--- src/rtl/mem_port_arbiter_if.sv ---
// Bundle of the instruction-fetch port, data port and shared memory port.
// The arbiter uses the slave view; the environment drives through the master view.
interface mem_port_arbiter_if;
  logic        i_req;
  logic [63:0] i_addr;
  logic        i_gnt;
  logic        i_valid;
  logic        i_err;
  logic [31:0] i_rdata;

  logic        d_req;
  logic        d_we;
  logic [63:0] d_addr;
  logic [63:0] d_wdata;
  logic        d_gnt;
  logic        d_valid;
  logic        d_err;
  logic [63:0] d_rdata;

  logic        m_req;
  logic        m_we;
  logic [63:0] m_addr;
  logic [63:0] m_wdata;
  logic [63:0] m_rdata;
  logic        m_ready;

  modport slave (
    input  i_req, i_addr, d_req, d_we, d_addr, d_wdata, m_rdata, m_ready,
    output i_gnt, i_valid, i_err, i_rdata,
    output d_gnt, d_valid, d_err, d_rdata,
    output m_req, m_we, m_addr, m_wdata
  );

  modport master (
    output i_req, i_addr, d_req, d_we, d_addr, d_wdata, m_rdata, m_ready,
    input  i_gnt, i_valid, i_err, i_rdata,
    input  d_gnt, d_valid, d_err, d_rdata,
    input  m_req, m_we, m_addr, m_wdata
  );
endinterface

--- src/rtl/mem_port_arbiter.sv ---
// Round-robin arbiter sharing one memory port between instruction fetch and
// data accesses; one outstanding access, 16-cycle timeout abort.
module mem_port_arbiter (
  input logic           clk,
  input logic           reset,
  mem_port_arbiter_if.slave bus
);

  typedef enum logic [1:0] {IDLE, BUSY_I, BUSY_D} state_t;

  state_t      state, state_n;
  logic [3:0]  cnt, cnt_n;
  logic        last_d, last_d_n;
  logic        i_gnt, i_gnt_n, i_valid, i_valid_n, i_err, i_err_n;
  logic [31:0] i_rdata, i_rdata_n;
  logic        d_gnt, d_gnt_n, d_valid, d_valid_n, d_err, d_err_n;
  logic [63:0] d_rdata, d_rdata_n;
  logic        m_req, m_req_n, m_we, m_we_n;
  logic [63:0] m_addr, m_addr_n, m_wdata, m_wdata_n;

  always_ff @(posedge clk or posedge reset) begin
    if (reset) begin
      state   <= IDLE;
      cnt     <= '0;
      last_d  <= 1'b0;
      i_gnt   <= 1'b0;
      i_valid <= 1'b0;
      i_err   <= 1'b0;
      i_rdata <= '0;
      d_gnt   <= 1'b0;
      d_valid <= 1'b0;
      d_err   <= 1'b0;
      d_rdata <= '0;
      m_req   <= 1'b0;
      m_we    <= 1'b0;
      m_addr  <= '0;
      m_wdata <= '0;
    end else begin
      state   <= state_n;
      cnt     <= cnt_n;
      last_d  <= last_d_n;
      i_gnt   <= i_gnt_n;
      i_valid <= i_valid_n;
      i_err   <= i_err_n;
      i_rdata <= i_rdata_n;
      d_gnt   <= d_gnt_n;
      d_valid <= d_valid_n;
      d_err   <= d_err_n;
      d_rdata <= d_rdata_n;
      m_req   <= m_req_n;
      m_we    <= m_we_n;
      m_addr  <= m_addr_n;
      m_wdata <= m_wdata_n;
    end
  end

  always_comb begin
    state_n   = state;
    cnt_n     = cnt;
    last_d_n  = last_d;
    i_gnt_n   = 1'b0;
    i_valid_n = 1'b0;
    i_err_n   = 1'b0;
    i_rdata_n = i_rdata;
    d_gnt_n   = 1'b0;
    d_valid_n = 1'b0;
    d_err_n   = 1'b0;
    d_rdata_n = d_rdata;
    m_req_n   = m_req;
    m_we_n    = m_we;
    m_addr_n  = m_addr;
    m_wdata_n = m_wdata;

    case (state)
      IDLE: begin
        // On a tie the port that did not own the previous access wins.
        if (bus.d_req && (!bus.i_req || !last_d)) begin
          state_n   = BUSY_D;
          d_gnt_n   = 1'b1;
          m_req_n   = 1'b1;
          m_we_n    = bus.d_we;
          m_addr_n  = bus.d_addr;
          m_wdata_n = bus.d_wdata;
          cnt_n     = '0;
          last_d_n  = 1'b1;
        end else if (bus.i_req) begin
          state_n   = BUSY_I;
          i_gnt_n   = 1'b1;
          m_req_n   = 1'b1;
          m_we_n    = 1'b0;
          m_addr_n  = bus.i_addr;
          m_wdata_n = '0;
          cnt_n     = '0;
          last_d_n  = 1'b0;
        end
      end
      BUSY_I, BUSY_D: begin
        if (bus.m_ready) begin
          m_req_n = 1'b0;
          state_n = IDLE;
          if (state == BUSY_I) begin
            i_valid_n = 1'b1;
            i_rdata_n = bus.m_rdata[31:0];
          end else begin
            d_valid_n = 1'b1;
            d_rdata_n = m_we ? '0 : bus.m_rdata;
          end
        end else if (cnt == 4'd15) begin
          m_req_n = 1'b0;
          state_n = IDLE;
          if (state == BUSY_I) i_err_n = 1'b1;
          else                 d_err_n = 1'b1;
        end else begin
          cnt_n = cnt + 4'd1;
        end
      end
      default: state_n = IDLE;
    endcase
  end

  assign bus.i_gnt   = i_gnt;
  assign bus.i_valid = i_valid;
  assign bus.i_err   = i_err;
  assign bus.i_rdata = i_rdata;
  assign bus.d_gnt   = d_gnt;
  assign bus.d_valid = d_valid;
  assign bus.d_err   = d_err;
  assign bus.d_rdata = d_rdata;
  assign bus.m_req   = m_req;
  assign bus.m_we    = m_we;
  assign bus.m_addr  = m_addr;
  assign bus.m_wdata = m_wdata;

endmodule

--- src/flat_wrapper.sv ---
// flat-port wrapper written by rule: the top's interface ports become plain ports
module mem_port_arbiter_flat 
  (clk, reset, bus_i_req, bus_i_addr, bus_d_req, bus_d_we, bus_d_addr, bus_d_wdata, bus_m_rdata, bus_m_ready, bus_i_gnt, bus_i_valid, bus_i_err, bus_i_rdata, bus_d_gnt, bus_d_valid, bus_d_err, bus_d_rdata, bus_m_req, bus_m_we, bus_m_addr, bus_m_wdata);
  mem_port_arbiter_if bus_i ();
  input logic clk;
  input logic reset;
  input wire logic [$bits(bus_i.i_req)-1:0] bus_i_req;
  input wire logic [$bits(bus_i.i_addr)-1:0] bus_i_addr;
  input wire logic [$bits(bus_i.d_req)-1:0] bus_d_req;
  input wire logic [$bits(bus_i.d_we)-1:0] bus_d_we;
  input wire logic [$bits(bus_i.d_addr)-1:0] bus_d_addr;
  input wire logic [$bits(bus_i.d_wdata)-1:0] bus_d_wdata;
  input wire logic [$bits(bus_i.m_rdata)-1:0] bus_m_rdata;
  input wire logic [$bits(bus_i.m_ready)-1:0] bus_m_ready;
  output wire logic [$bits(bus_i.i_gnt)-1:0] bus_i_gnt;
  output wire logic [$bits(bus_i.i_valid)-1:0] bus_i_valid;
  output wire logic [$bits(bus_i.i_err)-1:0] bus_i_err;
  output wire logic [$bits(bus_i.i_rdata)-1:0] bus_i_rdata;
  output wire logic [$bits(bus_i.d_gnt)-1:0] bus_d_gnt;
  output wire logic [$bits(bus_i.d_valid)-1:0] bus_d_valid;
  output wire logic [$bits(bus_i.d_err)-1:0] bus_d_err;
  output wire logic [$bits(bus_i.d_rdata)-1:0] bus_d_rdata;
  output wire logic [$bits(bus_i.m_req)-1:0] bus_m_req;
  output wire logic [$bits(bus_i.m_we)-1:0] bus_m_we;
  output wire logic [$bits(bus_i.m_addr)-1:0] bus_m_addr;
  output wire logic [$bits(bus_i.m_wdata)-1:0] bus_m_wdata;
  assign bus_i.i_req = bus_i_req;
  assign bus_i.i_addr = bus_i_addr;
  assign bus_i.d_req = bus_d_req;
  assign bus_i.d_we = bus_d_we;
  assign bus_i.d_addr = bus_d_addr;
  assign bus_i.d_wdata = bus_d_wdata;
  assign bus_i.m_rdata = bus_m_rdata;
  assign bus_i.m_ready = bus_m_ready;
  assign bus_i_gnt = bus_i.i_gnt;
  assign bus_i_valid = bus_i.i_valid;
  assign bus_i_err = bus_i.i_err;
  assign bus_i_rdata = bus_i.i_rdata;
  assign bus_d_gnt = bus_i.d_gnt;
  assign bus_d_valid = bus_i.d_valid;
  assign bus_d_err = bus_i.d_err;
  assign bus_d_rdata = bus_i.d_rdata;
  assign bus_m_req = bus_i.m_req;
  assign bus_m_we = bus_i.m_we;
  assign bus_m_addr = bus_i.m_addr;
  assign bus_m_wdata = bus_i.m_wdata;
  mem_port_arbiter u_core (.clk(clk), .reset(reset), .bus(bus_i));
endmodule
--- config.mk ---
export PLATFORM = sky130hd
export DESIGN_NAME = mem_port_arbiter_flat
export DESIGN_NICKNAME = d
export VERILOG_FILES = /design/src/rtl/mem_port_arbiter_if.sv /design/src/rtl/mem_port_arbiter.sv /design/src/flat_wrapper.sv
export SDC_FILE = /design/constraint.sdc
export NUM_CORES = 1
export LEC_CHECK = 0
export BUFFER_PORTS_ARGS = -buffer_cell sky130_fd_sc_hd__buf_4
export CORE_AREA = 2 2 189 191
export CTS_CLUSTER_DIAMETER = 30
export DETAILED_ROUTE_END_ITERATION = 16
export DIE_AREA = 0 0 191 193
export PLACE_DENSITY = 0.56
export RECOVER_POWER = 100
export SLEW_MARGIN = 20
export SYNTH_ARGS = -nofsm -noshare
export SYNTH_HDL_FRONTEND = slang
export SYNTH_SLANG_ARGS = --single-unit
--- constraint.sdc ---
create_clock -name clk -period 25.3 [get_ports clk]
set_clock_uncertainty 0.2 [all_clocks]
set_input_delay 5.06 -clock clk [delete_from_list [all_inputs] [get_ports clk]]
set_output_delay 5.06 -clock clk [all_outputs]
set_load 0.01 [all_outputs]
# Word-level counts from Yosys, hierarchy flattened
# Cells that the tools add are included.
# totals
in_bits	262
reg_bits	239
word_cells	78
# classes
eq_ne	7
n_reduce_logical	14
n_addsub	1
mux	40
bitwise_logic	1
# ops
cell	count
$mux W64	5
$mux W1	24
$mux W4	4
$reduce_and A3 Y1	3
$mux W2	4
$pmux W4 S2	1
$ne A3 B2 Y1 const B	2
$add A4 B1 Y4 const B	1
$eq A4 B4 Y1 const B	1
$ne A2 B2 Y1 const B	2
$pmux W2 S2	1
$reduce_and A2 Y1	2
$reduce_and A4 Y1	1
$reduce_bool A2 Y1	2
$eq A2 B1 Y1 const B	1
$eq A2 B2 Y1 const B	1
$logic_not A1 Y1	2
$logic_not A2 Y1	1
$pmux W1 S2	1
$reduce_or A2 Y1	1
$logic_and A1 B1 Y1	1
$logic_or A1 B1 Y1	1
$not A1 Y1	1

# Depth between registers and ports, before layout
# Gate-level depths: netlist of the first run.
# depth
word_depth	5
mapped_depth	8

# Worst setup path before layout of the first run
# Ideal clock, no wire load.
# synth_timing
path_type	in2reg
start	input port bus_d_req
end	register u_core.m_addr[26], in the netlist u_core.bus.m_addr[26]
required_time_ps	24959
path_buffers	2
path_slack_ps	19132
cell_stages	5
setup_time_ps	141
t_arrival_ps	5827
cell_sequence	a21boi_2 > buf_8 > buf_12 > mux2i_1 > o21ai_2
# synth_between
elab_chain_cells	3
# synth_lines
item	line_no	source
from (decl)	flat_wrapper.sv:9	input wire logic [$bits(bus_i.d_req)-1:0] bus_d_req;
$logic_and A1 B1 Y1 *	mem_port_arbiter.sv:77	if (bus.d_req && (!bus.i_req || !last_d)) begin
$reduce_bool A2 Y1 (no source line)	-	
$reduce_and A2 Y1 (no source line)	-	
to (signal assigned)	mem_port_arbiter.sv:52	m_addr <= m_addr_n;
to (decl)	mem_port_arbiter.sv:19	logic [63:0] m_addr, m_addr_n, m_wdata, m_wdata_n;
# Mark *: on every way between the ends. The rest lies on a longest branch, timed or not.
# A chain may end at the register's enable or synchronous reset.

==> results of run 1 <==
-- worst min-delay path by stage --
stage / to / start / cells after the start / slack [ps]
finish: u_core.bus.m_addr[44] / u_core.bus.m_addr[44] / 2 / 270
global route: u_core.bus.m_addr[28] / u_core.bus.m_addr[28] / 2 / 290
floorplan: u_core.state[1] / u_core.state[1] / 1 / 280
global placement: u_core.bus.m_addr[43] / u_core.bus.m_addr[43] / 2 / 260
CTS: u_core.bus.m_addr[44] / u_core.bus.m_addr[44] / 2 / 280
detailed placement: u_core.bus.m_addr[32] / u_core.bus.m_addr[32] / 2 / 270
-- synth_stat cells, types with 2 or more instances --
library cell,n
mux2_2,2
nand2b_1,65
o211ai_1,2
o21ai_2,38
nand3b_1,2
nand3_1,6
buf_4,7
clkbuf_1,20
buf_12,5
buf_2,19
ha_1,5
buf_1,6
a22o_1,65
nand2_1,135
a21oi_1,3
inv_1,5
o21ai_1,71
nor2_1,3
dfrtp_1,239
o21ai_0,25
and3_1,3
mux2_1,31
mux2i_1,64
-- cells by family after synthesis --
family	synth area share, %
adder cells (fa/ha/maj)	0.628
flip-flops	60.1
AND/OR/NAND/NOR	10.3
AO/OA/AOI/OAI	14.9
buffers and inverters	4.00
multiplexers	10.2
-- registers in the layout (all words and copies together), names as in the netlist, 2 cells and up --
name,cells
u_core.state,2
u_core.bus.i_rdata,32
u_core.bus.m_wdata,64
u_core.bus.m_addr,64
u_core.cnt,4
u_core.bus.d_rdata,64
-- tightest hold or removal path, stage by stage (launching register included) --
cell	delay, ps
dfrtp_1	330
nand2_1	60
o21ai_2	50
-- power groups by stage --
stage	Combinational [mW]	Sequential [mW]	Clock, mW
2_1_floorplan	0.346	0.711	0
3_3_place_gp	0.779	0.642	0
3_5_place_dp	0.788	0.646	0
4_1_cts	0.787	0.645	0.741
5_1_grt	0.715	0.662	0.763
6_report	0.637	0.640	0.726
-- metal layers --
metal	vias to the layer above	wire length, um	global-route usage (%)
li1	3930	-	-
met3	51	2560	4.78
met2	339	15300	26.8
met5	-	0	0
met1	3795	12300	19.3
met4	0	622	5.10
-- area by class of cell --
cell class	instances	area [um2]	share of cell area, %
diodes	1	2.50	0.0168
clock buffers	70	1480	9.94
clock inverters	34	440	2.95
inverters	5	20.0	0.134
multi-input cells	532	3550	23.8
flip-flops and latches	239	5980	40.1
well taps	461	577	3.87
repair buffers	501	2860	19.2
-- stage by stage --
| stage | setup slack, ps | util, % | power (mW) | cells |
|---|---|---|---|---|
| final | 12100 | 42.7 | 2.00 | 1843 |
| after global routing | 10080 | 42.7 | 2.14 | 1843 |
| after CTS | 18210 | 45.4 | 2.17 | 1842 |
| after detailed placement | 17630 | 39.9 | 1.43 | 1738 |
| after global placement | 17670 | 39.9 | 1.42 | 1738 |
| after floorplan | 13480 | - | 1.06 | 836 |
==> run summary, run 1 <==
H-Tree Depth: 2
1st-iter DRT viols: 250
Die H: 193 um
Buf/Inv on CP: 4
Total core area: 35000 um2
Worst setup endpoint: u_core.bus.m_wdata[61]
Syn avg cell area: 11.9 um2
Vias in the first global route: 8199
Post-layout min period: 13200 ps
Top cell type's share of synthesized area: 60.1%
Largest area contributor in the netlist: dfrtp_1
Leak: 7.03 nW
FF-to-FF Start: u_core.state[0]
Drt via density: 4.40
Worst min-delay path class: flip-flop to flip-flop
IO buf count: 493
Synth area leaders: dfrtp_1 (60%), mux2i_1 (6.4%), a22o_1 (5.7%)
CP Class: primary input to async pin
Reg2Reg Setup Slack: 19820 ps
Clock transition at path regs: 40 ps
Failing checks: max-capacitance violations, max-slew violations
Die Wd: 191 um
Vias: 8115
Sw frac: 35.0%
Max Cap Viol: 7
Fin area: 14900 um2
GRT Util Overall: 15.8%
Arrival @ worst endpoint: 12970 ps
Ys async rst share: 100%
CP Depth: 4
Cts bufs inserted: 55
Run status: finished, violations left
Area post-placement: 13900 um2
CP top delay family: buffers and inverters
Placer Congestion: 0.770
Reg power frac: 32.0%
Post-CTS Setup Inserts: 0
Layout overhead on the synthesized area: 49.8%
RSZ-0062 raised after global routing: no
Part of the cycle the worst path needs: 52.2%
Clock tree buffer depth: 3
Clk root buf: clkbuf_16
# rows: 69
Synthesis Warnings: 0
Fillcell total: 3571
Worst Hold Slack: 270 ps
Pin count of the biggest net entering global routing: 127
First-pass GRT wire length: 45900 um
Power per Cell Area: 134 nW/um2
Setup TNS Final: 0 ps
Clock power share: 36.2%
DRC viols: 0
CP Launch Point: reset
Resize count post-CTS: 0
Crit path max fanout: 126
P_int: 1.30 mW
Clock sink count: 239
Worst path cell trace: clkbuf_4, clkinvlp_2, clkbuf_1, clkbuf_1
Register bit count reported by yosys: 239
Max-slew violation count: 529
EDFF count, synth: 0
Routed length per instance: 16.7 um
Comb pwr share: 31.8%
Fmax: 0.0757 GHz
Net Sw Power: 0.701 mW
Post-Syn Area: 9950 um2
Fin nets: 1601
DRT antenna net count: 0
Synthesized Nets: 1103
Final Hold Vio Count: 0
Global route total overflow: 0
Final setup fails: 0
Most common cell after layout, fill and taps aside: buf_4
Detailed-route wire length: 30700 um
Top cell by count, worst path: clkbuf_1
Clock Latency Late Sink: 540 ps
Ys flop type: dfrtp_1
Initial cell density of the core: 28.5%
CP endpoint kind: async pin
Worst EP required: 25060 ps
Share of layout cells above drive strength 1: 28.2%
Synth unique cells: 38
Worst-Margin Slew: 5630 ps
Most frequent cells in the layout: buf_4 (261), clkbuf_1 (249), dfrtp_1 (239)
CP peak stage delay: 3090 ps
TritonRoute pass-1 iters: 4
CTS tree: built
CTS Hold Bufs: 0
Worst vdd ir: 0.0569 mV
Register area share after synthesis: 60.1%
Worst r2r path cells: 5
Slew Limit Headroom: -277%
CP max-delay cell: clkinvlp_2
Initial antenna violation count: 1
Io pins: 494
Cell count after synthesis: 836
CP Launch Type: primary input
Die area: 36900 um2
Reg2Reg Capture Point: u_core.bus.d_rdata[49]
HPWL Detailed: 21900 um
Power figures use the tool's default switching activity.
==> inputs of run 2 (changes only) <==
--- a/config.mk
+++ b/config.mk
@@ -6,10 +6,10 @@
 export NUM_CORES = 1
 export LEC_CHECK = 0
 export BUFFER_PORTS_ARGS = -buffer_cell sky130_fd_sc_hd__buf_4
-export CORE_AREA = 2 2 189 191
+export CORE_AREA = 2 2 190 192
 export CTS_CLUSTER_DIAMETER = 30
 export DETAILED_ROUTE_END_ITERATION = 16
-export DIE_AREA = 0 0 191 193
+export DIE_AREA = 0 0 192 194
 export PLACE_DENSITY = 0.56
 export RECOVER_POWER = 100
 export SLEW_MARGIN = 20
==> constraint.sdc (replaced) <==
create_clock -name clk -period 13.6 [get_ports clk]
set_clock_uncertainty 0.2 [all_clocks]
set_input_delay 2.72 -clock clk [delete_from_list [all_inputs] [get_ports clk]]
set_output_delay 2.72 -clock clk [all_outputs]
set_load 0.01 [all_outputs]
==> run 2 against run 1 <==
The run still ends with max-capacitance violations, max-slew violations left. Total power rose by 93%. Register-to-register slack got worse by 12000 ps. Non-clock buffer count grew 1. Routed wire length up 1.6%. Design area rose by 1.9%. Final cell count grew 0.49%. Global-route usage up 0.33 points. Core utilization is 0.49 points higher. Sequential share of layout area shrank 0.75 points. Critical endpoint is now u_core.bus.m_addr[53]. Combinational power increased by 88%. Count of clock-buffer cells in the layout up 21. Clock power rose by 100%. Largest power group unchanged.
==> run summary, run 2 (same netlist as run 1, synthesis figures left out) <==
Post-CTS Setup Inserts: 0
DRT antenna net count: 0
Max Cap Viol: 7
Clock transition at path regs: 50 ps
Worst min-delay path class: flip-flop to flip-flop
Failing checks: max-capacitance violations, max-slew violations
Most frequent cells in the layout: buf_4 (262), clkbuf_1 (253), dfrtp_1 (239)
Final Util: 43.2%
CP peak stage delay: 3000 ps
Slew Limit Headroom: -252%
Biggest regs: u_core.bus.d_rdata: 64 flops, u_core.bus.m_addr: 64 flops, u_core.bus.m_wdata: 64 flops
TritonRoute pass-1 iters: 4
Initial cell density of the core: 28.3%
FF+latch area: 5980 um2
First-pass GRT wire length: 47200 um
Ant diodes: 0
Clock sink count: 239
CP endpoint kind: flip-flop
1st-iter DRT viols: 236
Top cell by count, worst path: clkbuf_1
CP top delay family: buffers and inverters
Fillcell total: 3506
Worst path cell trace: clkbuf_1, a21boi_0, clkbuf_1, mux2i_1, o21ai_0
HPWL Detailed: 22400 um
Final Hold Vio Count: 0
Worst vdd ir: 0.111 mV
Pin count of the biggest net entering global routing: 110
Max-slew violation count: 475
Final setup fails: 0
Crit path max fanout: 64
Vias: 8176
Clock Latency Late Sink: 580 ps
Power per Cell Area: 254 nW/um2
Routed length per instance: 16.8 um
CP max-delay cell: clkbuf_1
Area post-placement: 14000 um2
CTS tree: built
Fmax: 0.144 GHz
Cts bufs inserted: 60
Fin nets: 1607
IO buf count: 493
Die Wd: 192 um
Drt via density: 4.41
# rows: 69
Io pins: 494
Vias in the first global route: 8268
Multi-input gate area: 3580 um2
Clk root buf: clkbuf_16
Placer Congestion: 0.800
Worst-Margin Slew: 5250 ps
Clock tree buffer depth: 3
Buf/Inv on CP: 2
Detailed-route wire length: 31200 um
Total core area: 35200 um2
Fin area: 15200 um2
Initial antenna violation count: 0
CTS Hold Bufs: 0
Share of layout cells above drive strength 1: 29.0%
RSZ-0062 raised after global routing: no
Run status: finished, violations left
Leak: 7.20 nW
Setup WS pre-CTS: 7830 ps
Die H: 194 um
CP Class: primary input to flip-flop
Post-layout min period: 6960 ps
Final worst slack: 6640 ps
CP Launch Type: primary input
Worst EP required: 13880 ps
DRC viols: 0
Die area: 37200 um2
Arrival @ worst endpoint: 7240 ps
Worst Hold Slack: 270 ps
Most common cell after layout, fill and taps aside: buf_4
Part of the cycle the worst path needs: 51.2%
GRT Util Overall: 16.2%
Global route total overflow: 0
H-Tree Depth: 2
Setup TNS Final: 0 ps
Layout overhead on the synthesized area: 52.7%
Resize count post-CTS: 0
[run 2: path summary, 6_finish.rpt]
path	startpoint	to	slack [ps]	cells after the start
max reg2reg	u_core.state[0]	u_core.bus.d_rdata[56]	8280	6
max	bus_i_req	u_core.bus.m_addr[53]	6640	5
min	u_core.bus.m_addr[32]	u_core.bus.m_addr[32]	270	2
min in group asynchronous	reset	u_core.bus.d_rdata[36]	3550	2
max in group asynchronous	reset	u_core.bus.m_we	7040	3
min reg2reg	u_core.bus.m_addr[32]	u_core.bus.m_addr[32]	270	2
[run 2: power breakdown]
| group | internal, mW | leakage [nW] | switching, mW |
|---|---|---|---|
| registers | 1.03 | 3.02 | 0.167 |
| logic | 0.465 | 3.11 | 0.733 |
| clock network | 1.05 | 1.06 | 0.429 |
| total | 2.54 | 7.20 | 1.33 |
[run 2: final cells by class]
class | count | share of cell area [%]
clock buffers | 91 | 11.7
inverters | 5 | 0.132
multi-input cells | 532 | 23.5
repair buffers | 502 | 18.9
clock inverters | 22 | 2.54
well taps | 461 | 3.79
flip-flops and latches | 239 | 39.3
[run 2: per-stage QoR]
| stage | instances | power, mW |
|---|---|---|
| after floorplan | 836 | 1.97 |
| after global placement | 1739 | 2.65 |
| after detailed placement | 1739 | 2.67 |
| after CTS | 1852 | 4.18 |
| after global routing | 1852 | 4.12 |
| final | 1852 | 3.87 |
[run 2: per-layer routing]
layer	vias up	global-route usage (%)	part of all wire (%)
li1	3944	-	-
met1	3856	19.5	41
met2	331	27.4	49
met3	45	5.01	8.6
met4	0	5.06	2.0
met5	-	0	0
[run 2: tightest hold or removal path, cell delays in order, from the launching register on]
cell and delay [ps]:
dfrtp_1 330, nand2_1 60, o21ai_2 40
